## src/rtl/regfile_arb_pkg.sv

```systemverilog
// Shared types and defaults for the register-file access arbiter.
package regfile_arb_pkg;

    localparam int DEF_ADDR_W = 3;
    localparam int DEF_DATA_W = 8;

    typedef enum logic [1:0] {
        IDLE    = 2'd0,
        ISSUE   = 2'd1,
        CAPTURE = 2'd2
    } arb_state_t;

    typedef struct packed {
        logic                  write;
        logic                  imm;
        logic [DEF_ADDR_W-1:0] addrA;
        logic [DEF_ADDR_W-1:0] addrB;
        logic [DEF_DATA_W-1:0] immValue;
        logic [DEF_DATA_W-1:0] writeData;
    } rf_req_t;

    function automatic int id_width(input int n);
        return (n > 1) ? $clog2(n) : 1;
    endfunction

endpackage

```

## src/rtl/regfile_access_arbiter_rr_arbiter.sv

```systemverilog
// Combinational winner select for the register-file arbiter.
// REGFILE_ARB_FIXED_PRIORITY_EN selects fixed priority (lowest index wins) instead of round-robin.
module rr_arbiter
    import regfile_arb_pkg::*;
#(
    parameter int NUM_REQ = 2,
    parameter int IDW     = 1
) (
    input  logic [NUM_REQ-1:0] req_valid_i,
    input  logic [IDW-1:0]     ptr_i,
    output logic               any_o,
    output logic [NUM_REQ-1:0] grant_o,
    output logic [IDW-1:0]     winner_o,
    output logic [IDW-1:0]     next_ptr_o
);

    logic found;

    assign any_o = |req_valid_i;

`ifdef REGFILE_ARB_FIXED_PRIORITY_EN
    logic unused_ptr;
    assign unused_ptr = ^ptr_i;

    always_comb begin
        grant_o    = '0;
        winner_o   = '0;
        found      = 1'b0;
        next_ptr_o = '0;
        for (int i = 0; i < NUM_REQ; i++) begin
            if (!found && req_valid_i[i]) begin
                found      = 1'b1;
                grant_o[i] = 1'b1;
                winner_o   = IDW'(i);
            end
        end
    end
`else
    // First pass covers pointer..top, second pass wraps to the indices below the pointer.
    always_comb begin
        grant_o    = '0;
        winner_o   = '0;
        found      = 1'b0;
        next_ptr_o = '0;
        for (int i = 0; i < NUM_REQ; i++) begin
            if (!found && (i >= int'(ptr_i)) && req_valid_i[i]) begin
                found      = 1'b1;
                grant_o[i] = 1'b1;
                winner_o   = IDW'(i);
            end
        end
        for (int i = 0; i < NUM_REQ; i++) begin
            if (!found && req_valid_i[i]) begin
                found      = 1'b1;
                grant_o[i] = 1'b1;
                winner_o   = IDW'(i);
            end
        end
        next_ptr_o = (int'(winner_o) == NUM_REQ - 1) ? '0 : winner_o + IDW'(1);
    end
`endif

endmodule

```

## src/rtl/regfile_access_arbiter.sv

```systemverilog
// Shares one registered-read register file between NUM_REQ requesters: grant, issue, capture.
// Build option REGFILE_ARB_FIXED_PRIORITY_EN (in rr_arbiter) switches to fixed priority.
module regfile_access_arbiter
    import regfile_arb_pkg::*;
#(
    parameter int  NUM_REQ = 2,
    parameter int  ADDR_W  = DEF_ADDR_W,
    parameter int  DATA_W  = DEF_DATA_W,
    localparam int IDW     = id_width(NUM_REQ)
) (
    input  logic                      clock,
    input  logic                      resetN,
    input  logic [NUM_REQ-1:0]        reqValid,
    output logic [NUM_REQ-1:0]        reqReady,
    input  logic [NUM_REQ-1:0]        reqWrite,
    input  logic [NUM_REQ-1:0]        reqImm,
    input  logic [NUM_REQ*ADDR_W-1:0] reqAddrA,
    input  logic [NUM_REQ*ADDR_W-1:0] reqAddrB,
    input  logic [NUM_REQ*DATA_W-1:0] reqImmValue,
    input  logic [NUM_REQ*DATA_W-1:0] reqWriteData,
    output logic                      rspValid,
    output logic [IDW-1:0]            rspId,
    output logic [DATA_W-1:0]         rspDataA,
    output logic [DATA_W-1:0]         rspDataB,
    output logic                      rfRegWrite,
    output logic                      rfImmediate,
    output logic [ADDR_W-1:0]         rfReadRegister1,
    output logic [ADDR_W-1:0]         rfReadRegister2,
    output logic [DATA_W-1:0]         rfLtValue,
    output logic [DATA_W-1:0]         rfWriteData,
    input  logic [DATA_W-1:0]         rfReadData1,
    input  logic [DATA_W-1:0]         rfReadData2
);

    arb_state_t         state_q, state_d;
    logic [IDW-1:0]     ptr_q, ptr_d;
    logic [IDW-1:0]     id_q, id_d;
    rf_req_t            req_q, req_d;
    rf_req_t            sel_req;
    logic               rsp_valid_q, rsp_valid_d;
    logic [IDW-1:0]     rsp_id_q, rsp_id_d;
    logic [DATA_W-1:0]  rsp_a_q, rsp_a_d;
    logic [DATA_W-1:0]  rsp_b_q, rsp_b_d;

    logic               any_req;
    logic [NUM_REQ-1:0] grant;
    logic [IDW-1:0]     winner;
    logic [IDW-1:0]     next_ptr;

    rr_arbiter #(
        .NUM_REQ (NUM_REQ),
        .IDW     (IDW)
    ) u_arb (
        .req_valid_i (reqValid),
        .ptr_i       (ptr_q),
        .any_o       (any_req),
        .grant_o     (grant),
        .winner_o    (winner),
        .next_ptr_o  (next_ptr)
    );

    // One-hot grant makes the OR-mux equivalent to selecting the winner's fields.
    always_comb begin
        sel_req = '0;
        for (int i = 0; i < NUM_REQ; i++) begin
            if (grant[i]) begin
                sel_req.write     = reqWrite[i];
                sel_req.imm       = reqImm[i];
                sel_req.addrA     = reqAddrA[i*ADDR_W +: ADDR_W];
                sel_req.addrB     = reqAddrB[i*ADDR_W +: ADDR_W];
                sel_req.immValue  = reqImmValue[i*DATA_W +: DATA_W];
                sel_req.writeData = reqWriteData[i*DATA_W +: DATA_W];
            end
        end
    end

    always_comb begin
        state_d         = state_q;
        ptr_d           = ptr_q;
        req_d           = req_q;
        id_d            = id_q;
        rsp_valid_d     = 1'b0;
        rsp_id_d        = rsp_id_q;
        rsp_a_d         = rsp_a_q;
        rsp_b_d         = rsp_b_q;
        reqReady        = '0;
        rfRegWrite      = 1'b0;
        rfImmediate     = 1'b0;
        rfReadRegister1 = '0;
        rfReadRegister2 = '0;
        rfLtValue       = '0;
        rfWriteData     = '0;

        case (state_q)
            IDLE: begin
                if (any_req) begin
                    // State sits at IDLE during reset, so mask the grant pulse there.
                    reqReady = grant & {NUM_REQ{resetN}};
                    req_d    = sel_req;
                    id_d     = winner;
                    ptr_d    = next_ptr;
                    state_d  = ISSUE;
                end
            end
            ISSUE: begin
                rfRegWrite      = req_q.write;
                rfImmediate     = req_q.imm;
                rfReadRegister1 = req_q.addrA;
                rfReadRegister2 = req_q.addrB;
                rfLtValue       = req_q.immValue;
                rfWriteData     = req_q.writeData;
                state_d         = CAPTURE;
            end
            CAPTURE: begin
                rsp_valid_d = 1'b1;
                rsp_id_d    = id_q;
                rsp_a_d     = rfReadData1;
                rsp_b_d     = rfReadData2;
                state_d     = IDLE;
            end
            default: state_d = IDLE;
        endcase
    end

    always_ff @(posedge clock or negedge resetN) begin
        if (!resetN) begin
            state_q     <= IDLE;
            ptr_q       <= '0;
            req_q       <= '0;
            id_q        <= '0;
            rsp_valid_q <= 1'b0;
            rsp_id_q    <= '0;
            rsp_a_q     <= '0;
            rsp_b_q     <= '0;
        end else begin
            state_q     <= state_d;
            ptr_q       <= ptr_d;
            req_q       <= req_d;
            id_q        <= id_d;
            rsp_valid_q <= rsp_valid_d;
            rsp_id_q    <= rsp_id_d;
            rsp_a_q     <= rsp_a_d;
            rsp_b_q     <= rsp_b_d;
        end
    end

    assign rspValid = rsp_valid_q;
    assign rspId    = rsp_id_q;
    assign rspDataA = rsp_a_q;
    assign rspDataB = rsp_b_q;

endmodule

```

## config.mk

```make
export PLATFORM = sky130hd
export DESIGN_NAME = regfile_access_arbiter
export DESIGN_NICKNAME = d
export VERILOG_FILES = /design/src/rtl/regfile_arb_pkg.sv /design/src/rtl/regfile_access_arbiter_rr_arbiter.sv /design/src/rtl/regfile_access_arbiter.sv
export SDC_FILE = /design/constraint.sdc
export NUM_CORES = 1
export LEC_CHECK = 0
export ABC_CLOCK_PERIOD_IN_PS = 2300
export BUFFER_PORTS_ARGS = -buffer_cell sky130_fd_sc_hd__buf_2
export CAP_MARGIN = 20
export CORE_UTILIZATION = 48
export CTS_BUF_LIST = sky130_fd_sc_hd__clkbuf_16
export CTS_CLUSTER_DIAMETER = 30
export CTS_CLUSTER_SIZE = 8
export DETAILED_ROUTE_END_ITERATION = 16
export HOLD_SLACK_MARGIN = 0.15
export PLACE_DENSITY = 0.82
export RECOVER_POWER = 25
export SLEW_MARGIN = 40
export SYNTH_ARGS = -nofsm -noshare
export SYNTH_HDL_FRONTEND = slang
export SYNTH_SLANG_ARGS = --single-unit
```

## constraint.sdc

```tcl
create_clock -name clock -period 2.3 [get_ports clock]
set_clock_uncertainty 0.15 [all_clocks]
set_input_delay 0 -clock clock [delete_from_list [all_inputs] [get_ports clock]]
set_output_delay 0 -clock clock [all_outputs]
set_load 0.01 [all_outputs]
```

-- Word-level counts from Yosys, hierarchy flattened
Cells that the tools add are included.
- div/mod/pow operators: 0
- $lt $le $gt $ge: 1
- eq/ne operators: 3
- $add $sub $neg: 1
- mux-type cells: 22
- bitwise gates (word level): 1
- reductions and logical operators: 10
- shifts and indexed selects: 0
- $mul: 0
- operators by type and width (operator ; number):
    2-to-1 mux 24 bit ; 2
    2-to-1 mux 8 bit ; 2
    2-to-1 mux 1 bit ; 12
    2-to-1 mux 2 bit ; 3
    2-to-1 mux 3 bit ; 2
    logical AND 1 bit ; 4
    case mux 2 bit (2 select lines) ; 1
    zero test 1 bit ; 3
    bitwise AND 2 bit ; 1
    == test 2 x 1 -> 1 bit, second input constant ; 1
    == test 2 bit, second input constant ; 1
    zero test 2 bit ; 1
    != test 2 bit, second input constant ; 1
    AND reduction 2 bit ; 1
    OR reduction 2 bit ; 1
    adder 1 bit, second input constant ; 1
    >= comparator 1 bit, first input constant ; 1
- ROM bits: 0
- memories kept: 0
- flip-flop bits (word level): 46
- output and inout bits: 44
- bits in latches: 0
- RAM bits: 0

-- Depth between registers and ports, before layout
Gate-level depths: netlist (run 1).
- depth in word-level cells: 15
- depth in mapped cells: 5
- depth with buffers taken out: 3

-- Hierarchy
From an unflattened synthesis (run 1), not the netlist that was laid out.
- cell total of the unflattened synthesis: 188
- area, all modules: 2125.8 sq um
- modules (own cells, without submodules) (module ; cells each ; area an instance (sq um) ; instances):
    regfile_access_arbiter ; 182 ; 2090.8 ; 1
    rr_arbiter ; 6 ; 35.0 ; 1

-- Worst setup path before layout (run 1)
Ideal clock, no wire load.
- path kind: register to register
- start: register state_q[1]
- end: register req_q[15] (netlist bit)
- buffers on the path: 2
- slack: 0.918 ns
- setup time: 0.135 ns
- arrival: 1.097 ns
- cell stages (with the launch flop): 6
- period minus slack after synthesis: 1.382 ns
- path through: dfrtp_1 -> or2_1 -> buf_6 -> buf_8 -> o21ai_2 -> o221ai_2
- longest elaborated chain between the ends: 2
- RTL lines (element ; line ; text):
    from (decl) ; regfile_access_arbiter.sv:35 ; arb_state_t state_q, state_d;
    from (signal assigned) ; regfile_access_arbiter.sv:136 ; state_q <= state_d;
    zero test 2 bit ; regfile_access_arbiter.sv:94 ; case (state_q)
    AND reduction 2 bit (no line) ; n/a ;
    to (signal assigned) ; regfile_access_arbiter.sv:138 ; req_q <= req_d;
    to (decl) ; regfile_access_arbiter.sv:38 ; rf_req_t req_q, req_d;
No other way between the ends.
A chain may end at the register's enable or synchronous reset.

-- Worst setup path after layout (run 1)
- start: register state_q[0]
- end: register state_q[0]
- longest elaborated chain between the ends: 2
- elaborated cells on any way between the ends: 4
- classes of those cells: eq/ne: 2; mux: 1; reduce/logical: 1
- RTL lines (element ; line):
    == test 2 x 1 -> 1 bit / zero test 2 bit (equally long branches) ; regfile_access_arbiter.sv:94
    case mux 2 bit (2 select lines) / != test 2 bit (equally long branches) ; n/a
Several ways; a longest one is shown, not always the timed one.

==> results.yml, run 1 <==
synth:
  synthesis.nets: 280
  post-synth-top-area-cell: "dfrtp_1"
  synth-seq-area-share: 0.481
  synth_top_area_share: 0.481
  yosys-top-cells-count: "inv_1, dfrtp_1, and2_1, o221ai_2, o21ai_1"
  synth.avg_cell_area_um2: 11.3
  synth_cell_types: 26
  synthCells: 212
  synth_enable_flop_cells: 0
  async_flop_share: 1.00
  yosys_warnings: 0
  post-synth-top-count-cell: "inv_1"
  ys_seq_elements: 46
  post_synth_instance_area_um2: 2390
  most_used_flip_flop_cell_after_synthesis: "dfrtp_1"
  synth_area_leaders: "dfrtp_1, o221ai_2, inv_1"
timing:
  slew_headroom: -0.0140
  holdWs_ps: 338
  max_freq_mhz: 467
  grt_setup_unrepaired: "false"
  fin_crit_sh: 0.931
  report.final.hold_viol_count: 0
  finalSetupViolCount: 0
  tightestPinTransition_ps: 1520
  final.setup.tns_ps: 0
  finalCriticalPeriod_ps: 2140
  timing.final.max_slew_violations: 30
global_route:
  grt_pass1_vias: 2344
  grt_usage: 0.265
  grt_max_degree: 30
  grt_first_pass_wirelength_mm: 10.6
  grt_overflow_total: 0
  grt_antenna_before_repair: 0
floorplanning:
  die_area_um2: 5280
  core-area_um2: 4750
  placementRows: 25
  die_width_um: 72.6
  die_h_um: 72.6
  ioPinCount: 112
  initial_core_util: 0.504
route:
  drt_first_pass_iters: 4
  drt_iter0_drc: 133
  ant_nets: 0
  dr_vias: 2251
  avgViaCountPerCell: 4.91
  drt_drc_violations_left: 0
  avgRoutedWirePerCell_um: 14.8
  route.final.wire_length_mm: 6.76
cts:
  insertion_delay_ps: 280
  cts_inserted_buffers: 5
  cts_tree: "built"
  cts.htree.levels: 2
  tritoncts_num_sinks: 46
  clk_path_buf_depth: 2
  clk_transition_reported_paths_ps: 60
  postCtsSetupRepairBufs: 0
  cts.root.buffer_cell: "clkbuf_16"
place:
  dp_hpwl_mm: 3.80
  gp_congestion: 0.678
  dpl.cell_count: 381
  io_buffer_count: 111
final_layout:
  area_growth_pct: 58.3
  final_util: 0.797
  finish.cell_count_without_fillers: 458
  post_route_cells_drive_above_1_share: 0.430
  fin_nets: 458
  number_of_diodes: 0
run:
  cap_violations: 1
worst_setup_path:
  worst_ep_required_time_ps: 2310
  largest_driver_fanout_on_the_critical_path: 16
  arrival_ps: 2160
  critical_path.endpoint_type: "register"
  timing.critical_path.from_type: "register"
  worst-setup-path-type: "reg2reg"
status:
  failed_checks: "capacitance limit, slew limit"
  status: "complete, but fails checks"
pwr:
  cellPowerDensity_nw_per_um2: 1090
  power.leakage_uw: 0.00197
  vdd_ir_drop_max_mv: 0.563
  report.power.total_uw: 4120
worst_hold_path:
  hold_path.class: "reg2reg"
[state kept, by name, summed over array words and instances (netlist names)]
register / count
req_q: 24
rspDataA: 8
rspDataB: 8
state_q: 2
id_q: 1
ptr_q: 1
rspId: 1
rspValid: 1
[routing by layer]
metal	track usage	vias to the layer above	share of wire
li1	-	1067	-
met2	0.513	93	0.56
met5	0	-	0
met1	0.297	1070	0.38
met4	0.0850	0	0.023
met3	0.0345	21	0.037
[cells by family after synthesis]
family          count (synthesis)  synth area share
simple gates                   37            0.0977
buf+inv                        62             0.126
flops                          46             0.481
mux                            17            0.0940
compound gates                 50             0.202
[critical path, stage by stage, from the launching register on]
cell           delay [ps]
dfrtp_1               390
or2_1                 470
buf_4                 330
nor2_1                 90
dlygate4sd3_1         590
[power breakdown]
part	switching, µW	leakage [µW]	total (µW)	internal [µW]
combinational	946	0.00133	1890	947
clock	280	0.0000864	784	504
sequential	223	0.000557	1440	1220
total	1450	0.00197	4120	2670
[what timing repair did]
action / 4_1_cts / 5_1_grt
resized for setup: 0 / 0
hold buffers: 69 / 0
hold endpoints to repair: 88 / 0
[final timing paths]
check | startpoint | end | slack [ps] | depth (start not counted)
setup / recovery | state_q[0] | state_q[0] | 160 | 4
hold / removal | req_q[18] | req_q[18] | 340 | 2
setup reg to reg | state_q[0] | state_q[0] | 160 | 4
hold reg to reg | req_q[18] | req_q[18] | 340 | 2
max in group asynchronous | resetN | rspDataA[2] | 400 | 3
min in group asynchronous | resetN | req_q[0] | 430 | 3
[area by class of cell]
| class | instances | area, µm² |
|---|---|---|
| clock buffers | 5 | 125 |
| repair buffers | 184 | 1260 |
| clock inverters | 3 | 37.5 |
| flip-flops and latches | 46 | 1150 |
| multi-input cells | 104 | 945 |
| well taps | 67 | 83.8 |
| inverters | 49 | 184 |
| fillers | 301 | 963 |
[per-stage QoR]
step / worst slack, ps / cell area, µm²
3_3_place_gp: 505 / 2950
4_1_cts: 173 / 3800
3_5_place_dp: 424 / 2950
6_report: 159 / 3790
5_1_grt: 33.4 / 3790
2_1_floorplan: 918 / 2390
[layout by cell type, fill, tap and decap left out, types with 2 or more instances in the layout]
cell	synthesis	routed
buf_2	3	110
dlygate4sd3_1	0	68
inv_1	49	51
dfrtp_1	46	46
and2_1	24	24
o221ai_2	17	17
o21ai_1	11	11
o21ai_2	9	9
mux2_4	9	9
mux2_2	8	8
o221ai_1	7	7
o21ai_0	5	5
clkbuf_16	0	5
nor2_1	3	3
clkbuf_1	2	3
buf_4	3	3
nand2_1	2	2
nand3_2	2	2
Note: power is estimated with default switching activity, not from simulation.
==> run 2: changes to the inputs <==
--- a/config.mk
+++ b/config.mk
@@ -13,7 +13,7 @@
 export CTS_CLUSTER_DIAMETER = 30
 export CTS_CLUSTER_SIZE = 8
 export DETAILED_ROUTE_END_ITERATION = 16
-export HOLD_SLACK_MARGIN = 0.15
+export MAX_ROUTING_LAYER = met4
 export PLACE_DENSITY = 0.82
 export RECOVER_POWER = 25
 export SLEW_MARGIN = 40
==> run 2 against run 1 <==
Compared with the run above: register-to-register slack better by 280 ps; combinational power is 3% lower; cell count is 0.87% lower; utilization is 1.1 points lower; the run now ends clean; via count is 0.84% lower; total power is 1.1% lower; sequential cell count stayed put; critical endpoint is now reqReady[1]; maximum frequency is 4.0% higher; non-clock buffer count is 4 lower; setup slack better by 82 ps; clock power hardly changed; routed wire length is 0.59% lower.
==> results.yml, run 2 (synthesis results as in run 1) <==
pwr:
  vdd_ir_drop_max_mv: 0.553
  power.leakage_uw: 0.00191
  cellPowerDensity_nw_per_um2: 1090
timing:
  grt_setup_unrepaired: "false"
  max_freq_mhz: 486
  finalCriticalPeriod_ps: 2060
  tightestPinTransition_ps: 1040
  slew_headroom: 0.308
  report.final.hold_viol_count: 0
  post-route-worst-setup-slack_ps: 241
  holdWs_ps: 61.8
  finalSetupViolCount: 0
  final.setup.tns_ps: 0
  timing.final.max_slew_violations: 0
  fin_crit_sh: 0.895
worst_setup_path:
  arrival_ps: 1910
  worst-setup-path-type: "reg2out"
  ff2ff_setup_slack_ps: 440
  critical_path.endpoint_type: "primary output"
  largest_driver_fanout_on_the_critical_path: 25
  timing.reg2reg.worst_path_depth: 3
  crit-reg2reg-capture: "req_q[4]"
  last_element_of_the_critical_path: "reqReady[1]"
  critical_path.reg2reg.startpoint: "state_q[1]"
  timing.critical_path.from_type: "register"
  worst_ep_required_time_ps: 2150
  startpoint: "state_q[1]"
cts:
  clk_path_buf_depth: 2
  cts.htree.levels: 2
  postCtsSetupRepairBufs: 0
  clk_transition_reported_paths_ps: 60
  insertion_delay_ps: 280
  cts.root.buffer_cell: "clkbuf_16"
  cts_inserted_buffers: 5
  post_cts_resize_count: 0
  cts_tree: "built"
  tritoncts_num_sinks: 46
  cts.hold.buffers_added: 65
final_layout:
  post_route_cells_drive_above_1_share: 0.393
  seqCellArea_um2: 1150
  multiInputGateArea_um2: 945
  max_flop_register: "req_q"
  largest_register_ffs: 24
  finalInstanceArea_um2: 3740
  top_library_cells_by_usage_in_the_layout_fill_and_taps_aside: "buf_2, dlygate4sd3_1, inv_1"
  layout.filler_cells: 313
  number_of_diodes: 0
  finish.cell_count_without_fillers: 454
  area_growth_pct: 56.2
  fin_nets: 454
  layout_commonest_cell: "buf_2"
place:
  gp_congestion: 0.685
  dpl.cell_count: 381
  dp_hpwl_mm: 3.80
  io_buffer_count: 111
  place_worst_setup_slack_ps: 424
  dpl-instance-area_um2: 2950
route:
  drt_drc_violations_left: 0
  avgViaCountPerCell: 4.92
  avgRoutedWirePerCell_um: 14.8
  ant_nets: 0
  drt_first_pass_iters: 4
  route.final.wire_length_mm: 6.72
  dr_vias: 2232
  drt_iter0_drc: 120
floorplanning:
  ioPinCount: 112
  core-area_um2: 4750
  placementRows: 25
  die_h_um: 72.6
  die_area_um2: 5280
  initial_core_util: 0.504
  die_width_um: 72.6
global_route:
  grt_first_pass_wirelength_mm: 10.5
  grt_usage: 0.270
  grt_overflow_total: 0
  grt_antenna_before_repair: 0
  grt_pass1_vias: 2342
  grt_max_degree: 30
status:
  status: "finished clean"
worst_hold_path:
  hold_path.class: "in2reg"
run:
  cap_violations: 0
-- run 2: cell count changes in the layout (fill, tap and decap cells not counted) --
cell	delta
clkbuf_1	+15
dlygate4sd3_1	-3
buf_4	+1
buf_2	-17
-- run 2: area by class of cell --
class | count | share of cell area
flip-flops and latches | 46 | 0.308
clock buffers | 5 | 0.0335
inverters | 49 | 0.0492
repair buffers | 180 | 0.325
multi-input cells | 104 | 0.253
well taps | 67 | 0.0224
clock inverters | 3 | 0.0100
-- run 2: where the power goes --
group | switching (µW) | internal (µW)
combinational | 949 | 894
sequential | 226 | 1220
clock | 282 | 504
-- run 2: worst min path at each step --
stage | cells after the start | endpoint | from | slack, ps
floorplan | 0 | id_q | resetN | -450
global placement | 1 | rspDataA[6] | resetN | -190
detailed placement | 1 | rspDataA[6] | resetN | -200
CTS | 2 | req_q[5] | resetN | 40
global route | 3 | state_q[0] | reqValid[1] | 90
finish | 3 | state_q[0] | reqValid[1] | 60
-- run 2: per-stage QoR --
| step | power, µW | utilization |
|---|---|---|
| 2_1_floorplan | 2750 | - |
| 3_3_place_gp | 3130 | 0.620 |
| 3_5_place_dp | 3220 | 0.620 |
| 4_1_cts | 4090 | 0.791 |
| 5_1_grt | 4320 | 0.787 |
| 6_report | 4070 | 0.787 |
-- run 2: critical path, cell delays in order (launching register included) --
cell and delay, ps:
dfrtp_1 410, nor2_2 160, nand3_2 620, nor2_1 260, buf_2 170
-- run 2: layer usage --
layer | share of wire | up-vias | routed length (µm) | GRT usage
met5 | 0 | - | 0 | -
met4 | 0.023 | 0 | 153 | 0.0871
met3 | 0.034 | 19 | 226 | 0.0359
met2 | 0.55 | 86 | 3700 | 0.504
met1 | 0.39 | 1070 | 2640 | 0.295
li1 | - | 1057 | - | -
==> run 3: changes to the inputs <==
--- a/config.mk
+++ b/config.mk
@@ -6,16 +6,17 @@
 export NUM_CORES = 1
 export LEC_CHECK = 0
 export ABC_CLOCK_PERIOD_IN_PS = 2300
-export BUFFER_PORTS_ARGS = -buffer_cell sky130_fd_sc_hd__buf_2
 export CAP_MARGIN = 20
+export CORE_ASPECT_RATIO = 1.2
 export CORE_UTILIZATION = 48
 export CTS_BUF_LIST = sky130_fd_sc_hd__clkbuf_16
 export CTS_CLUSTER_DIAMETER = 30
 export CTS_CLUSTER_SIZE = 8
 export DETAILED_ROUTE_END_ITERATION = 16
+export DONT_BUFFER_PORTS = 1
 export MAX_ROUTING_LAYER = met4
-export PLACE_DENSITY = 0.82
 export RECOVER_POWER = 25
+export SKIP_CTS_REPAIR_TIMING = 1
 export SLEW_MARGIN = 40
 export SYNTH_ARGS = -nofsm -noshare
 export SYNTH_HDL_FRONTEND = slang
==> run 3 against run 2 <==
Compared with the run above: die area barely moved; via count fell by 18%; setup slack got worse by 190 ps; total power fell by 4.8%; clock power fell by 16%; the flow now finishes with violations (hold timing); final area fell by 15%; sequential power rose by 6%.
==> results.yml, run 3 (synthesis results as in run 1) <==
timing:
  report.final.hold_viol_count: 1
  timing.final.max_slew_violations: 0
  finalCriticalPeriod_ps: 2250
  slew_headroom: 0.245
  holdWs_ps: -10.3
  tightestPinTransition_ps: 1130
  finalSetupViolCount: 0
  post-route-worst-setup-slack_ps: 47.5
  fin_crit_sh: 0.979
  max_freq_mhz: 444
final_layout:
  area_growth_pct: 33.4
  largest_register_ffs: 24
  max_flop_register: "req_q"
  post_route_cells_drive_above_1_share: 0.215
  layout.filler_cells: 354
  finalInstanceArea_um2: 3200
  number_of_diodes: 0
  layout_commonest_cell: "dlygate4sd3_1"
  top_library_cells_by_usage_in_the_layout_fill_and_taps_aside: "dlygate4sd3_1, inv_1, dfrtp_1"
  seqCellArea_um2: 1150
  final_util: 0.681
  finish.cell_count_without_fillers: 337
  fin_nets: 346
  multiInputGateArea_um2: 945
cts:
  cts.htree.levels: 2
  insertion_delay_ps: 280
  cts_tree: "built"
  cts_inserted_buffers: 5
  tritoncts_num_sinks: 46
  clk_transition_reported_paths_ps: 60
  clk_path_buf_depth: 2
  cts.root.buffer_cell: "clkbuf_16"
worst_setup_path:
  worst-setup-path-type: "reg2reg"
  critical_path.endpoint_type: "register"
  ff2ff_setup_slack_ps: 50
  largest_driver_fanout_on_the_critical_path: 20
  worst_ep_required_time_ps: 2310
  arrival_ps: 2260
  last_element_of_the_critical_path: "req_q[6]"
  startpoint: "state_q[0]"
  timing.critical_path.from_type: "register"
  timing.reg2reg.worst_path_depth: 4
  critical_path.reg2reg.startpoint: "state_q[0]"
  crit-reg2reg-capture: "req_q[6]"
route:
  avgRoutedWirePerCell_um: 16.7
  ant_nets: 0
  drt_drc_violations_left: 0
  route.final.wire_length_mm: 5.62
  drt_first_pass_iters: 4
  dr_vias: 1820
  drt_iter0_drc: 60
  avgViaCountPerCell: 5.40
place:
  dpl.cell_count: 261
  dp_hpwl_mm: 3.22
  dpl-instance-area_um2: 2380
  place_worst_setup_slack_ps: 563
  io_buffer_count: 0
  gp_congestion: 0.756
global_route:
  grt_max_degree: 48
  grt_first_pass_wirelength_mm: 7.23
  grt_usage: 0.190
  grt_pass1_vias: 1603
  grt_overflow_total: 0
  grt_antenna_before_repair: 0
floorplanning:
  initial_core_util: 0.510
  die_width_um: 66.5
  placementRows: 27
  core-area_um2: 4700
  die_h_um: 79.4
  die_area_um2: 5280
  ioPinCount: 112
worst_hold_path:
  worst_hold_startpoint: "reqValid[0]"
  hold_path.class: "in2reg"
status:
  status: "complete, but fails checks"
  failed_checks: "hold timing"
pwr:
  vdd_ir_drop_max_mv: 0.601
  power.leakage_uw: 0.00150
  report.power.total_uw: 3880
  cellPowerDensity_nw_per_um2: 1210
run:
  cap_violations: 0
-- run 3: cell types whose count changed in the layout (fill, tap and decap cells not counted) --
cell,delta
buf_2,-93
clkbuf_1,-18
dlygate4sd3_1,+2
bufinv_16,-1
clkbuf_2,+1
clkinv_1,+1
clkinv_2,+1
inv_1,-1
-- run 3: worst min-delay path by stage --
| stage | endpoint | cells past startpoint |
|---|---|---|
| floorplan | id_q | 0 |
| global route | req_q[8] | 2 |
| CTS | req_q[13] | 0 |
| global placement | rspDataB[7] | 0 |
| finish | req_q[8] | 3 |
| detailed placement | rspDataB[7] | 0 |
-- run 3: layout make-up --
cell class,count,area share
clock buffers,5,0.0392
repair buffers,72,0.221
inverters,49,0.0576
multi-input cells,104,0.296
flip-flops and latches,46,0.360
clock inverters,3,0.00392
well taps,58,0.0227
-- run 3: through the flow --
step	TNS [ps]	hold slack, ps
6_report	0	-10.3
5_1_grt	-48.4	32.4
4_1_cts	0	-745
3_5_place_dp	0	-445
3_3_place_gp	0	-445
2_1_floorplan	0	-446
-- run 3: per-layer routing --
layer / global-route usage / part of all wire
met5: - / 0
met4: 0.0702 / 0.012
met1: 0.206 / 0.38
met2: 0.333 / 0.54
met3: 0.0471 / 0.063
-- run 3: worst max-delay path: stages, from the launching register on --
cell	delay (ps)
dfrtp_1	410
or2_1	490
o21ai_0	330
o221ai_1	160
dlygate4sd3_1	590
-- run 3: power by group --
group | internal [µW] | switching [µW]
Clock | 392 | 271
Sequential | 1220 | 312
Combinational | 908 | 780
